===== src/rtl/rr_stream_mux.sv =====
// rr_stream_mux: round-robin arbiter/multiplexer over 2**SELECT_WIDTH
// valid/ready input streams, with one registered output stage.
// Optional build macro RR_STREAM_MUX_LOCK_EN adds lock_in for multi-beat
// atomic sequences that hold the grant on one channel.
module rr_stream_mux #(
  parameter int unsigned WIDTH        = 16,
  parameter int unsigned SELECT_WIDTH = 2
) (
  input  logic                         clk,
  input  logic                         reset,
  input  logic [WIDTH-1:0]             data_in [2**SELECT_WIDTH],
  input  logic [2**SELECT_WIDTH-1:0]   valid_in,
`ifdef RR_STREAM_MUX_LOCK_EN
  input  logic [2**SELECT_WIDTH-1:0]   lock_in,
`endif
  output logic [2**SELECT_WIDTH-1:0]   ready_in,
  output logic [WIDTH-1:0]             data_out,
  output logic [SELECT_WIDTH-1:0]      index_out,
  output logic                         valid_out,
  input  logic                         ready_out
);

  localparam int unsigned CHANNELS = 2**SELECT_WIDTH;

  logic [WIDTH-1:0]        r_data;
  logic [SELECT_WIDTH-1:0] r_index;
  logic                    r_valid;
  logic [SELECT_WIDTH-1:0] r_last_grant;

  logic                    w_load;
  logic                    w_any;
  logic [SELECT_WIDTH-1:0] w_grant;
  logic                    w_take;

`ifdef RR_STREAM_MUX_LOCK_EN
  logic                    r_locked;
`endif

  // Output stage can accept a new beat when empty or being drained.
  assign w_load = !r_valid || ready_out;

  // Search for the first valid channel after the last grant, wrapping fully.
  always_comb begin
    logic [SELECT_WIDTH-1:0] w_idx;
    w_grant = r_last_grant;
    w_any   = 1'b0;
    w_idx   = '0;
    for (int unsigned i = 1; i <= CHANNELS; i++) begin
      w_idx = r_last_grant + SELECT_WIDTH'(i);
      if (!w_any && valid_in[w_idx]) begin
        w_grant = w_idx;
        w_any   = 1'b1;
      end
    end
`ifdef RR_STREAM_MUX_LOCK_EN
    // A locked arbiter only serves the channel that took the lock.
    if (r_locked) begin
      w_grant = r_last_grant;
      w_any   = valid_in[r_last_grant];
    end
`endif
  end

  // Grant is accepted only when the output stage can load and not in reset.
  assign w_take   = w_load && w_any && !reset;
  assign ready_in = w_take ? (CHANNELS'(1) << w_grant) : '0;

  // Output register and round-robin pointer update.
  always_ff @(posedge clk) begin
    if (reset) begin
      r_valid      <= 1'b0;
      r_data       <= '0;
      r_index      <= '0;
      r_last_grant <= SELECT_WIDTH'(CHANNELS - 1);
    end else if (w_load) begin
      if (w_any) begin
        r_valid      <= 1'b1;
        r_data       <= data_in[w_grant];
        r_index      <= w_grant;
        r_last_grant <= w_grant;
      end else begin
        r_valid      <= 1'b0;
      end
    end
  end

`ifdef RR_STREAM_MUX_LOCK_EN
  // Lock follows lock_in of the granted channel on every transfer.
  always_ff @(posedge clk) begin
    if (reset) begin
      r_locked <= 1'b0;
    end else if (w_take) begin
      r_locked <= lock_in[w_grant];
    end
  end
`endif

  assign data_out  = r_data;
  assign index_out = r_index;
  assign valid_out = r_valid;

endmodule


===== config.mk =====
export PLATFORM = sky130hd
export DESIGN_NAME = rr_stream_mux
export DESIGN_NICKNAME = d
export VERILOG_FILES = /design/src/rtl/rr_stream_mux.sv
export SDC_FILE = /design/constraint.sdc
export NUM_CORES = 1
export LEC_CHECK = 0
export ABC_CLOCK_PERIOD_IN_PS = 2000
export CAP_MARGIN = 20
export CORE_MARGIN = 5
export CORE_UTILIZATION = 52
export DETAILED_ROUTE_END_ITERATION = 16
export DONT_BUFFER_PORTS = 1
export GPL_ROUTABILITY_DRIVEN = 0
export PLACE_DENSITY = 0.71
export SYNTH_ARGS = -nofsm -noshare
export SYNTH_HDL_FRONTEND = slang
export SYNTH_SLANG_ARGS = --single-unit

===== constraint.sdc =====
create_clock -name clk -period 2 [get_ports clk]
set_clock_uncertainty 0.1 [all_clocks]
set_input_delay 0.3 -clock clk [delete_from_list [all_inputs] [get_ports clk]]
set_output_delay 0.3 -clock clk [all_outputs]
set_load 0.05 [all_outputs]

==> metrics.txt <==
status completed; Worst Hold Launch reset; post-synthesis mux area share 11.35%; Area contributors post-synth dfxtp_1 (28%), mux2i_1 (11%), a21o_1 (8.5%); # diodes 0; maximum fanout along the worst path 4; combinational family with the most area after synthesis compound AO/OA/AOI/OAI gates; pre-CTS setup slack 0.1341 ns; Setup CP Type flop to primary output; reg2reg start r_last_grant[0]; peak supply drop 0.5607 mV; clock buffer depth 2; number of synthesized flops with an enable pin 0; Synth area leader dfxtp_1; H-tree Lvls 1; Initial DRT Pass Iterations 4; Setup crit start kind flop; placed insts 200; R2R Setup Slk 0.24 ns; I/O pins 94; post-synth top area share 28.05%; Die ar. 4056 µm²; worst hold path type input port to flop; Setup WS post-layout 0.08020 ns; HPWL Detailed 3452 µm; worst relative slew slack 64.46%; FF+latch area 427.9 µm²; ratio of cells with drive above 1 in the final layout 27.78%; asr flop ratio synth 0%; Seq cells post-synth 21; Syn Std Cell Area 1499 µm²; Synth Area per Inst 8.869 µm²; simple-gate share of the synthesized area 20.28%; WL final 4464 µm; WL per Instance 21.16 µm; Fmax 520.9 MHz; Clock Root Buffer clkbuf_4; CTS Sinks 21; CP required 1.60 ns; Crit Reg-Reg Endpoint data_out[14]; synth-to-layout area growth 14.19%; Die Wd 63.69 µm; Layout fillers 249; fin cells 211; Synth Area in Compound Gates 33.72%; first-pass GRT wire length 6948 µm; via count 1407; residual DRC count 0; Hold WS 0.03683 ns; worst-margin pin slew 0.5323 ns; Iter 0 DRT Violations 84; total gr overflow 0; worst skew pair latency 0.31 ns; sequential area share after synthesis 28.05%; Vias/cell 6.668; Cell Rows 19; largest net degree at the start of global routing 17; CTS tree done; R2R cell count 7; most frequent cells after synthesis dfxtp_1 (21), nand2_1 (21), a21o_1 (17), mux2i_1 (17); initial antenna violation count 0; critical path launch point r_last_grant[0]; Setup crit end kind primary output; Core ar. 2758 µm²; Syn Nets 240; Hold Violations, Final 0; nets 252; final setup violating endpoints 0; final instance area 1712 µm²; Clock transition at path regs 0.12 ns; Synth cell types 34; DRT antenna net count 0; CP Capture Point ready_in[1]; IO Port Bufs 0; starting density of the core 54.36%; RSZ-0062 raised after global routing no; post-layout min period 1.920 ns; Final Max Slew Viols 0; Power Density 817.9 nW/µm²; Arrival @ worst endpoint 1.52 ns; GRT Resource Usage Total 21.28%; max-cap viol count 0; Post-Syn Instances 169; final period utilization 95.99%; vias in the first global route 1472; Die Span Y 63.69 µm; multi-input logic area 1021 µm²; CTS buffer count 3; yosys warns 0; Leak 0.7188 nW; Post-DP Area 1593 µm²; Post-synth top flop dfxtp_1; Adder-Cell Fraction of Synth Area 0%; xor/xnor share of the synthesized area 0%; Core Util, Final 62.07%
-- stage by stage --
stage / setup TNS [ns] / power (mW)
floorplan: -0.1222 / 1.075
global placement: 0 / 1.145
detailed placement: 0 / 1.163
CTS: 0 / 1.397
global route: 0 / 1.475
finish: 0 / 1.400
-- where the power goes --
group	total [mW]	leakage [nW]	internal, mW	switching (mW)
Clock	0.208	0.0150	0.0778	0.131
Combinational	0.465	0.529	0.214	0.251
Sequential	0.727	0.174	0.481	0.246
-- per-layer routing --
layer	wire length [µm]	GRT usage, %	up-vias
met4	65	9.351	0
met2	2371	38.07	82
met5	0	0	-
met1	1670	22.64	651
met3	357	6.394	8
li1	-	-	666
-- sequential cells by signal (all words and copies together) (netlist names) --
signal        cells
data_out         16
index_out         2
r_last_grant      2
valid_out         1
-- placed cells by master (no fill, tap or decap), types with 2 or more instances in the layout --
cell      instances
mux2i_1          17
dfxtp_1          19
nor2_1            5
nand2_1          21
a21o_1           17
dfxtp_4           2
nor2_2            2
nand4_1          15
a21oi_1           4
nor2_4            3
buf_4            15
clkbuf_4          3
o31ai_1          15
o211ai_2          9
o21ai_2           3
o211ai_1          7
buf_12            3
-- logic make-up after synthesis --
| group | count (synthesis) |
|---|---|
| compound gates | 61 |
| simple gates | 56 |
| flops | 21 |
| mux | 17 |
| buf+inv | 14 |
-- what timing repair did --
| action | in CTS | in global routing |
|---|---|---|
| endpoints found under the hold margin | 4 | 0 |
| pin swaps | 3 | 4 |
| hold buffers | 1 | 0 |
| gates resized for setup | 9 | 4 |
| buffers inserted | 4 | 2 |
| endpoints found under the setup margin | 4 | 4 |
-- layout make-up --
| class | instances | share of cell area [%] |
|---|---|---|
| Clock buffer | 4 | 1.535 |
| Inverter | 1 | 0.2193 |
| Multi-Input combinational cell | 134 | 59.65 |
| Sequential cell | 21 | 25.00 |
| Tap cell | 31 | 2.266 |
| Timing Repair Buffer | 20 | 11.33 |
-- worst min path at each step --
stage	cells after the start	slack, ns	to
6_report	1	0.04	r_last_grant[0]
5_1_grt	1	0.01	r_last_grant[0]
4_1_cts	1	0.02	r_last_grant[0]
3_5_place_dp	1	0.27	index_out[1]
3_3_place_gp	1	0.27	valid_out
2_1_floorplan	1	0.27	index_out[1]
-- worst max-delay path: stages (launching register included) --
cell and delay (ns):
dfxtp_4 0.38, nand2b_4 0.16, a21oi_4 0.17, nor3_4 0.07
buf_12 0.13, nor2_2 0.12, buf_6 0.17
(Power assumes the default switching activity.)
